==> src/rtl/uart_rx_os.sv <==
// uart_rx_os: 16x-oversampling 8N1 UART receiver on the system clock.
// The line is synchronised, oversampled at OS ticks per bit and sampled mid-bit.
// False starts are rejected and bad stop bits are flagged. A one-byte holding
// register with a valid/ready handshake faces the consumer.
module uart_rx_os #(
    parameter int CLK_HZ = 50000000,
    parameter int BAUD   = 115200,
    parameter int OS     = 16
) (
    input  logic       clk,
    input  logic       reset,
    input  logic       rx,
    output logic [7:0] rdata,
    output logic       rvalid,
    input  logic       rready,
    output logic       frame_err,
    output logic       overrun
);

    localparam int DIV = CLK_HZ / (BAUD * OS);
    localparam int DW  = (DIV > 1) ? $clog2(DIV) : 1;
    localparam int OW  = $clog2(OS);

    localparam logic [DW-1:0] DIV_LAST = DW'(DIV - 1);
    localparam logic [OW-1:0] OS_MID   = OW'(OS / 2 - 1);
    localparam logic [OW-1:0] OS_LAST  = OW'(OS - 1);

    typedef enum logic [1:0] {
        IDLE,
        START,
        DATA,
        STOP
    } state_t;

    // synchroniser, tick divider and previous-tick line sample
    logic          rx_meta_q, rx_meta_d;
    logic          rx_s_q, rx_s_d;
    logic          rx_d_q, rx_d_d;
    logic [DW-1:0] div_cnt_q, div_cnt_d;
    logic          tick;

    // receive FSM and datapath
    state_t        state_q, state_d;
    logic [OW-1:0] os_cnt_q, os_cnt_d;
    logic [2:0]    bit_cnt_q, bit_cnt_d;
    logic [7:0]    shift_q, shift_d;
    logic          complete;
    logic          ferr_set;

    // holding register and status
    logic [7:0]    rdata_q, rdata_d;
    logic          rvalid_q, rvalid_d;
    logic          frame_err_q, frame_err_d;
    logic          overrun_q, overrun_d;

    // Free-running tick divider, line synchroniser and once-per-tick line history
    always_comb begin
        rx_meta_d = rx;
        rx_s_d    = rx_meta_q;
        tick      = (div_cnt_q == DIV_LAST);
        div_cnt_d = tick ? '0 : div_cnt_q + 1'b1;
        rx_d_d    = tick ? rx_s_q : rx_d_q;
    end

    // Sync flops and the previous sample come out of reset high, so an idle line is not seen as an edge
    always_ff @(posedge clk) begin
        if (reset) begin
            rx_meta_q <= 1'b1;
            rx_s_q    <= 1'b1;
            rx_d_q    <= 1'b1;
            div_cnt_q <= '0;
        end else begin
            rx_meta_q <= rx_meta_d;
            rx_s_q    <= rx_s_d;
            rx_d_q    <= rx_d_d;
            div_cnt_q <= div_cnt_d;
        end
    end

    // Receive FSM: it advances only on tick cycles and samples each bit at its centre
    always_comb begin
        state_d   = state_q;
        os_cnt_d  = os_cnt_q;
        bit_cnt_d = bit_cnt_q;
        shift_d   = shift_q;
        complete  = 1'b0;
        ferr_set  = 1'b0;
        if (tick) begin
            case (state_q)
                IDLE: begin
                    // A start needs a high-to-low edge, so a held-low line (break) cannot retrigger.
                    if (rx_d_q && !rx_s_q) begin
                        state_d  = START;
                        os_cnt_d = '0;
                    end
                end
                START: begin
                    if (os_cnt_q == OS_MID) begin
                        if (!rx_s_q) begin
                            state_d   = DATA;
                            os_cnt_d  = '0;
                            bit_cnt_d = '0;
                        end else begin
                            // The line went high again by mid-bit, so the edge was a glitch.
                            state_d = IDLE;
                        end
                    end else begin
                        os_cnt_d = os_cnt_q + 1'b1;
                    end
                end
                DATA: begin
                    if (os_cnt_q == OS_LAST) begin
                        shift_d  = {rx_s_q, shift_q[7:1]};
                        os_cnt_d = '0;
                        if (bit_cnt_q == 3'd7) begin
                            state_d = STOP;
                        end else begin
                            bit_cnt_d = bit_cnt_q + 1'b1;
                        end
                    end else begin
                        os_cnt_d = os_cnt_q + 1'b1;
                    end
                end
                STOP: begin
                    if (os_cnt_q == OS_LAST) begin
                        state_d  = IDLE;
                        os_cnt_d = '0;
                        if (rx_s_q) begin
                            complete = 1'b1;
                        end else begin
                            ferr_set = 1'b1;
                        end
                    end else begin
                        os_cnt_d = os_cnt_q + 1'b1;
                    end
                end
                default: state_d = IDLE;
            endcase
        end
    end

    // FSM state and datapath registers; reset drops any partially received byte
    always_ff @(posedge clk) begin
        if (reset) begin
            state_q   <= IDLE;
            os_cnt_q  <= '0;
            bit_cnt_q <= '0;
            shift_q   <= '0;
        end else begin
            state_q   <= state_d;
            os_cnt_q  <= os_cnt_d;
            bit_cnt_q <= bit_cnt_d;
            shift_q   <= shift_d;
        end
    end

    // Holding register handshake: a byte that completes while the register is full and not being read is dropped and flagged
    always_comb begin
        rdata_d     = rdata_q;
        rvalid_d    = rvalid_q;
        overrun_d   = overrun_q;
        frame_err_d = ferr_set;
        if (rvalid_q && rready) begin
            rvalid_d  = 1'b0;
            overrun_d = 1'b0;
        end
        if (complete) begin
            if (!rvalid_q || rready) begin
                rdata_d  = shift_q;
                rvalid_d = 1'b1;
            end else begin
                overrun_d = 1'b1;
            end
        end
    end

    // Output registers
    always_ff @(posedge clk) begin
        if (reset) begin
            rdata_q     <= '0;
            rvalid_q    <= 1'b0;
            frame_err_q <= 1'b0;
            overrun_q   <= 1'b0;
        end else begin
            rdata_q     <= rdata_d;
            rvalid_q    <= rvalid_d;
            frame_err_q <= frame_err_d;
            overrun_q   <= overrun_d;
        end
    end

    assign rdata     = rdata_q;
    assign rvalid    = rvalid_q;
    assign frame_err = frame_err_q;
    assign overrun   = overrun_q;

endmodule

==> config.mk <==
export PLATFORM = sky130hd
export DESIGN_NAME = uart_rx_os
export DESIGN_NICKNAME = d
export VERILOG_FILES = /design/src/rtl/uart_rx_os.sv
export SDC_FILE = /design/constraint.sdc
export NUM_CORES = 1
export LEC_CHECK = 0
export ABC_AREA = 1
export CAP_MARGIN = 20
export CORE_MARGIN = 2
export CORE_UTILIZATION = 42
export DETAILED_ROUTE_END_ITERATION = 10
export PLACE_DENSITY = 0.71
export SLEW_MARGIN = 20
export SYNTH_ARGS = -nofsm -noshare
export SYNTH_HDL_FRONTEND = slang
export SYNTH_SLANG_ARGS = --single-unit
==> constraint.sdc <==
create_clock -name clk -period 3.8 [get_ports clk]
set_input_delay 0.57 -clock clk [delete_from_list [all_inputs] [get_ports clk]]
set_output_delay 0.57 -clock clk [all_outputs]
set_load 0.01 [all_outputs]
==> results.cfg <==
[status]
status = finished clean

[sta]
setup_viol = 0
fin_crit_ns = 1.799
slew_headroom_pct = 51.81
tns_ns = 0
finClkSkew_ns = 0.008345
slew_violations = 0
hold_violations = 0
tightest_slew_ns = 0.7201
clock.fmax_mhz = 555.8
rsz0062_at_grt = false
finalCritPeriodShare_pct = 47.34

[setup_path]
slowest_stage = clkdlybuf4s50_1
cp.arrival_ns = 1.98
crit_family = buffers and inverters
path_cells = clkdlybuf4s50_1, inv_1, nand2_1, nor2_1
max_stage_delay_ns = 0.80
worst-path-max-fanout = 16
critPathLaunchType = input pin
cp_num_buf_inv = 2
worstPathRequired_ns = 3.98
r2r_start = os_cnt_q[0]
critical_path_class = in -> reg
reg2reg_to = rdata[7]
r2r_cells = 6
reg2reg_slack_ns = 2.03
crit_path_end_kind = flop

[clock_network]
h-tree-depth = 2
cts_tree = done
cts.path.max_buffers = 2
cts_resized = 0
cts_sinks = 36
cts.clk_slew.worst_paths_ns = 0.07
numCtsBuffers = 5
root_buffer = clkbuf_8
clkLatencyLatePin_ns = 0.28
cts_setup_buffers = 0
hold_buffers = 0

[finish]
finalNetCount = 266
antenna_cells = 0
multiInputGateArea_sq_um = 802.0
finalNonFillerCells = 306
area_delta_synth_final_pct = 14.88
fillCellCount = 412
regArea_sq_um = 720.7
final_layout_size_suffix_gt1_share_pct = 6.977

[pwr]
power_per_cell_area_nw_per_um2 = 350.2
peakVddDrop_mv = 0.1894
p_leak_nw = 0.8577

[global_routing]
grt_use_met2_pct = 24.26
grt_max_degree = 17
overflow = 0
grt_busiest_layer = met2
antenna_found_initial = 0
grt_pass1_vias = 1287
grt_usage_pct = 15.78
grtUsageMet3_pct = 4.333
met1_usage_pct = 20.19
grt_pass1_wl_mm = 5.388

[detailed_routing]
post_drt_wl_per_cell_um = 9.830
drcViolationCount = 0
vias = 1430
vias_per_cell = 4.673
drt_iter0_drc = 127
drt_first_pass_iters = 4
antenna_left = 0
wl_mm = 3.008

[floorplanning]
rows = 22
initial_core_util_pct = 44.92
die_width_um = 67.28
die_area_sq_um = 4526
io_pins = 15
die_h_um = 67.28
coreArea_sq_um = 3744

[yosys]
synth.distinct_cells = 24
synth-seq-cells = 36
syn_inst = 242
yosys_warnings = 0
synth_area_per_cell_sq_um = 6.949
syn-num-nets = 251
yosysSeqAreaShare_pct = 42.86
synth_area_sq_um = 1682

[placement]
hpwl_mm = 2.161
routabilityCongestion = 0.9466
io_buffers = 14
dp_cells = 298

[min_path]
hold_path_depth = 1
hp-start = rx_meta_q
whs_endpoint = rx_s_q
hp-class = reg -> reg

[flow_run]
maxCapViolCount = 0
through the flow:
step	cell area, sq um	hold slack (ns)	total power [mW]	util, %	setup WS, ns
after floorplan	1682	0.3895	0.4045	-	2.459
after global placement	1839	0.3928	0.4108	49.13	1.686
after detailed placement	1839	0.3989	0.4110	49.13	1.701
after CTS	1932	0.4152	0.6846	51.60	2.004
after global routing	1932	0.4519	0.7061	51.60	1.763
final	1932	0.4166	0.6764	51.60	2.001
cells in the mapped netlist, drive strengths merged:
cell	number	area, sq um
or2	2	12.51
clkbuf	1	3.750
o21ai	2	10.01
dfxtp	36	720.7
xnor2	1	8.760
nand4	3	33.78
ha	5	62.56
buf	5	38.78
nand3	23	132.6
nor2	52	207.7
inv	31	116.4
nor4	1	6.260
xor2	1	8.760
a21oi	13	65.06
nand2	65	249.0
nor3	1	5.000
worst reg2reg max path, delay by kind of cell (launching register included):
family / cells / cell delay, ns
adder cells (fa/ha/maj): 1 / 0.26
flip-flops: 1 / 0.40
AND/OR/NAND/NOR: 5 / 1.01
power breakdown:
| part | internal, mW | switching [mW] |
|---|---|---|
| Clock | 0.145 | 0.130 |
| Sequential | 0.381 | 0.00285 |
| Combinational | 0.00698 | 0.0116 |
cells by family (layout without fill, tap and decap cells):
kind of cell,after synthesis,after routing,share of synthesized area [%]
buffers and inverters,37,53,9.449
AOI/OAI and AO/OA,15,15,4.464
xor gates and xnor gates,2,2,1.042
adders and majority gates,5,5,3.720
and+or+nand+nor,147,147,38.47
DFF,36,36,42.86
flip-flops by register name, indices dropped and copies added (netlist names), named ones only:
register and count:
rdata 8, shift_q 8, div_cnt_q 5, os_cnt_q 4, bit_cnt_q 3, frame_err 1
overrun 1, rvalid 1, rx_d_q 1, rx_meta_q 1, rx_s_q 1, state_q 1
cell type report:
cell class | instances | share of cell area (%)
clock buffers | 6 | 4.275
clock inverters | 2 | 0.5181
inverters | 31 | 6.023
multi-input cells | 169 | 41.52
flip-flops and latches | 36 | 37.31
well taps | 48 | 3.109
repair buffers | 14 | 7.254
routing by layer:
metal	wire length (um)	share of wire [%]
met3	132	4.4
met2	1308	43
met1	1517	50
met4	50	1.7
met5	0	0
worst max-delay path by stage:
stage | cells past startpoint | endpoint | from | slack [ns]
2_1_floorplan | 7 | rdata[1] | os_cnt_q[0] | 2.46
3_3_place_gp | 4 | rdata[5] | reset | 1.69
3_5_place_dp | 4 | os_cnt_q[0] | reset | 1.70
4_1_cts | 4 | os_cnt_q[3] | reset | 2.00
5_1_grt | 5 | shift_q[3] | flop | 1.76
6_report | 4 | os_cnt_q[3] | reset | 2.00
placed cells by master, fill, tap and decap left out, drive strengths merged:
| cell type | count |
|---|---|
| nand2 | 65 |
| nor2 | 52 |
| dfxtp | 36 |
| inv | 31 |
| nand3 | 23 |
| clkdlybuf4s50 | 14 |
| a21oi | 13 |
| clkbuf | 6 |
| ha | 5 |
| nand4 | 3 |
| or2 | 2 |
| o21ai | 2 |
| clkinv | 2 |
| xor2 | 1 |
| nor4 | 1 |
| xnor2 | 1 |
| nor3 | 1 |
No activity file was read; power rests on OpenSTA's default activity.
==> RTL edit 1, RTL diff (same settings) <==
Register the output `overrun` once more; this adds one clock of latency there. The other outputs are not delayed to match.
--- a/src/rtl/uart_rx_os.sv
+++ b/src/rtl/uart_rx_os.sv
@@ -192,7 +192,9 @@
     assign rdata     = rdata_q;
     assign rvalid    = rvalid_q;
     assign frame_err = frame_err_q;
-    assign overrun   = overrun_q;
+    always_ff @(posedge clk) begin
+        overrun <= overrun_q;
+    end
 
 endmodule
 
Behaviour: no difference found for any inputs over 10 cycles, from zero or initial values and one cycle with reset high; that may be too few to reach the edited logic, so the function may still have changed.
==> RTL edit 1 against the original RTL <==
- clock skew is 0.00096 ns lower
- highest routed layer unchanged
- final area up 0.52%
- critical endpoint is now bit_cnt_q[2]
- worst setup slack got worse by 0.0086 ns
- register-to-register slack got worse by 0.02 ns
- power fell by 1.3%
- sequential cell count increased by 1
- largest power group unchanged
- wire length rose by 1.1%
- synthesized area increased by 1.2%
==> RTL edit 1: results (changes against the original RTL) <==
status:
  status: "complete, no violations"
cells_and_area:
  drive_gt1_share_pct: 5.79  # -1.2 points
  nNetsFinal: 267  # +0.38%
  antennaDiodeCount: 0  # unchanged
drt:
  first_pass_iters: 4  # unchanged
  drtIter0Drc: 96  # -24%
  finalWirelength_mm: 3.04  # +1.1%
  vias: 1439  # +0.63%
  wl_per_cell_microns: 9.84  # +0.12%
global_routing:
  antenna_found_initial: 0  # unchanged
  grt_pass1_vias: 1264  # -1.8%
  grt_pass1_wl_mm: 5.22  # -3.2%
  grtUsageTotal_pct: 15.0  # -0.78 points
  grt_max_degree: 17  # unchanged
placed_design:
  hpwlAfterDp_mm: 2.13  # -1.4%
  dp_cells: 301  # +1.0%
  gp_congestion: 0.891  # -5.9%
  io_buffers: 14  # unchanged
setup_path:
  crit_fanout: 16  # unchanged
  max_stage_delay_ns: 0.81
  critical_path.slowest_cell: "clkdlybuf4s50_1"
  r2r_slack_ns: 2.01  # -0.02 ns
  cp-startpoint: "reset"
  critical_path.top_delay_family: "buffers and inverters"
synthesis:
  postSynth.asyncResetShare_pct: 0  # unchanged
  synth_area_leaders: "dfxtp_1 (44%), nand2_1 (14%), nor2_1 (11%), inv_1 (6.8%), nand3_1 (6.2%)"
  ys_warn_count: 0  # unchanged
  synth_seq_area_share_pct: 43.5  # +0.67 points
  yosysUniqueCellTypes: 24  # unchanged
  yosys-top-cells-count: "nand2_1 (63), nor2_1 (49), dfxtp_1 (37)"
  syn_nets: 252  # +0.40%
  post-synth-top-area-cell: "dfxtp_1"
  syn_area_per_cell_sq_um: 7.00  # +0.77%
power_and_ir_drop:
  peakVddDrop_mv: 0.188  # -0.51%
  p_leak_nw: 0.854  # -0.40%
clocking:
  cts_max_level: 2  # unchanged
  clk_pin_slew_ns: 0.07  # about the same
  cts_resized: 0  # unchanged
  cts_made_buffers: 5  # unchanged
  cts-root-buf: "clkbuf_8"
  cts_buffer_depth: 2  # unchanged
  post_cts_buffers: 0  # unchanged
sta:
  finalClockSkew_ns: 0.00738  # -0.000961 ns
  finalMaxSlewViolations: 0  # unchanged
  slew_headroom_pct: 49.8  # -2.0 points
hold_path:
  holdCritPathClass: "register to register"
  min-delay-start: "overrun_q"
-- RTL edit 1: cell count changes after synthesis, sizes merged --
| cell | delta |
|---|---|
| dfxtp | +1 |
-- RTL edit 1: final cells by class --
class                   count  area [sq um]
fillers                   396          2000
inverters                  31           116
flip-flops and latches     37           741
repair buffers             14           140
multi-input cells         169           802
well taps                  50          62.6
clock buffers               8          80.1
-- RTL edit 1: logic make-up after synthesis --
family          share of synthesized area [%]
compound gates                           4.41
xor+xnor                                 1.03
fa+ha+maj                                3.68
buf+inv                                  9.34
flops                                    43.5
simple gates                             38.0
-- RTL edit 1: metrics by stage --
stage          hold slack (ns)  cell area [sq um]  setup WS, ns
2_1_floorplan            0.331               1700          2.46
3_3_place_gp             0.335               1860          1.69
3_5_place_dp             0.339               1860          1.69
4_1_cts                  0.354               1940          1.99
5_1_grt                  0.373               1940          1.75
6_report                 0.352               1940          1.99
-- RTL edit 1: final timing paths --
kind / to / cells past startpoint
worst max-delay path: bit_cnt_q[2] / 4
worst min-delay path: overrun / 0
worst max register to register: shift_q[0] / 5
worst min register to register: overrun / 0
-- RTL edit 1: power breakdown --
part	total [W]	switching, W	internal, W	leakage [nW]
clock	0.000255	0.000124	0.000130	0.0395
sequential	0.000394	0.00000310	0.000391	0.299
combinational	0.0000186	0.0000116	0.00000700	0.516
total	0.000668	0.000139	0.000529	0.854
-- RTL edit 1: layer usage --
layer	track usage, %	vias up	wire, microns
li1	-	785	-
met2	22.4	32	1280
met3	4.00	6	115
met1	20.0	616	1580
met5	0	-	0
met4	6.89	0	68
==> RTL edit 2, RTL diff (same flow settings) <==
Without the edit above. `OS`: 16 -> 8.
--- a/src/rtl/uart_rx_os.sv
+++ b/src/rtl/uart_rx_os.sv
@@ -5,7 +5,7 @@
 module uart_rx_os #(
     parameter int CLK_HZ = 50000000,
     parameter int BAUD   = 115200,
-    parameter int OS     = 16
+    parameter int OS     = 8
 ) (
     input  logic       clk,
     input  logic       reset,
Check against the original RTL: no difference found for any inputs over 10 cycles, from zero or initial values and one cycle with reset high; that may be too few to reach the edited logic, so the function may still have changed.
==> RTL edit 2 against the original RTL <==
- power up 1.4%
- sequential share of layout area grew 0.32 points
- non-clock buffer count is the same
- final area is 0.84% lower
- combinational power shrank 4%
- largest power group unchanged
- register-to-register slack better by 0.23 ns
- utilization down 0.056 points
- highest routed layer unchanged
- wire length is 3.2% lower
- sequential cell count is the same
- synthesized cell count shrank 3.3%
- worst setup slack got worse by 0.16 ns
- synthesized area is 2.2% lower
==> RTL edit 2: results (changes against the original RTL) <==
status:
  status: "complete, no violations"
synthesis:
  synth_area_leaders: "dfxtp_1 (44%), nor2_1 (13%), nand2_1 (12%), inv_1 (5.5%), ha_1 (5.3%)"
  syn_nets: 245  # -2.4%
  postSynth.asyncResetShare_pct: 0  # unchanged
  ys_warn_count: 0  # unchanged
  ys.flop_type: "dfxtp_1"
  synth_seq_area_share_pct: 43.8  # +0.98 points
  yosys-top-cells-count: "nor2_1 (59), nand2_1 (52), dfxtp_1 (36)"
  yosysUniqueCellTypes: 24  # unchanged
drt:
  met1Wirelength_mm: 1.41  # -7.4%
  top_layer_used: "met4"
  wl_met2_mm: 1.34  # +2.5%
  avgViaCountPerCell: 4.64  # -0.68%
  wl_met3_microns: 118  # -11%
  first_pass_iters: 4  # unchanged
  wl_per_cell_microns: 9.67  # -1.6%
  drtIter0Drc: 107  # -16%
power_and_ir_drop:
  p_leak_nw: 0.897  # +4.5%
  peakVddDrop_mv: 0.246  # +30%
setup_path:
  reg2regPathDepth: 9  # +3
  cp-startpoint: "reset"
  max_stage_delay_ns: 0.55  # -0.25 ns
  r2r_slack_ns: 2.26  # +0.23 ns
  crit_arrival_ns: 2.17  # +0.19 ns
  critical_path.slowest_cell: "inv_1"
  reg2reg_to: "bit_cnt_q[0]"
  worstReg2RegStart: "os_cnt_q[0]"
  cp.depth: 4  # unchanged
  critical_path.top_delay_family: "buffers and inverters"
  crit_fanout: 25  # +9
global_routing:
  grt_pass1_wl_mm: 5.48  # +1.7%
  grt_max_degree: 26  # +9
  grtUsageTotal_pct: 16.5  # +0.74 points
  grt_pass1_vias: 1294  # +0.54%
  antenna_found_initial: 0  # unchanged
hold_path:
  holdCritPathClass: "register to register"
  holdPathEnd: "rx_s_q"
  min-delay-start: "rx_meta_q"
  min_path_cells: 1  # unchanged
cells_and_area:
  nNetsFinal: 263  # -1.1%
  drive_gt1_share_pct: 9.88  # +2.9 points
  antennaDiodeCount: 0  # unchanged
placed_design:
  pre_cts_slack_ns: 1.52  # -0.183 ns
  hpwlAfterDp_mm: 2.04  # -5.6%
  gp_congestion: 0.811  # -14%
  io_buffers: 14  # unchanged
clocking:
  cts-root-buf: "clkbuf_8"
  cts_max_level: 2  # unchanged
  insertion_delay_ns: 0.29
  post_cts_buffers: 0  # unchanged
  cts_buffer_depth: 2  # unchanged
  cts_resized: 0  # unchanged
  cts_made_buffers: 5  # unchanged
  clk_pin_slew_ns: 0.07  # about the same
sta:
  finalClockSkew_ns: 0.00507  # -0.00327 ns
  hold_violations: 0  # unchanged
  tightest_slew_ns: 0.673  # -0.0474 ns
## RTL edit 2: how the worst max path moves through the flow
stage / end / slack (ns)
after floorplan: rdata[1] / 2.46
after global placement: div_cnt_q[3] / 1.59
after detailed placement: div_cnt_q[3] / 1.52
after CTS: div_cnt_q[5] / 1.82
after global routing: div_cnt_q[3] / 1.64
final: div_cnt_q[5] / 1.85
## RTL edit 2: area by class of cell
cell class / count / area (sq um)
Clock inverter: 1 / 7.51
Timing Repair Buffer: 14 / 140
Multi-Input combinational cell: 166 / 792
Tap cell: 48 / 60.1
Clock buffer: 7 / 86.3
Inverter: 29 / 109
Fill cell: 396 / 1800
Sequential cell: 36 / 721
## RTL edit 2: per-stage QoR
stage | cell area [sq um] | hold slack [ns] | util [%] | power (W) | std cells
floorplan | 1640 | 0.389 | - | 0.000404 | 234
global placement | 1820 | 0.396 | 49.0 | 0.000409 | 293
detailed placement | 1820 | 0.394 | 49.0 | 0.000410 | 293
CTS | 1920 | 0.411 | 51.5 | 0.000694 | 301
global route | 1920 | 0.432 | 51.5 | 0.000715 | 301
finish | 1920 | 0.409 | 51.5 | 0.000686 | 301
## RTL edit 2: kinds of logic after synthesis
family / share of synthesized area (%)
adders and majority gates: 5.33
buffers and inverters: 7.99
AOI/OAI and AO/OA: 6.24
and+or+nand+nor: 36.6
DFF: 43.8
## RTL edit 2: report_power, final
part           internal, W  switching (W)  leakage (nW)
clock network     0.000147       0.000137        0.0445
registers         0.000381     0.00000273         0.291
logic           0.00000716      0.0000107         0.561
total             0.000535       0.000151         0.897
## RTL edit 2: routing by layer
layer | GRT usage, % | vias to the layer above
li1 | - | 756
met1 | 19.9 | 614
met2 | 26.4 | 23
met3 | 6.08 | 4
met4 | 6.89 | 0
met5 | 0 | -
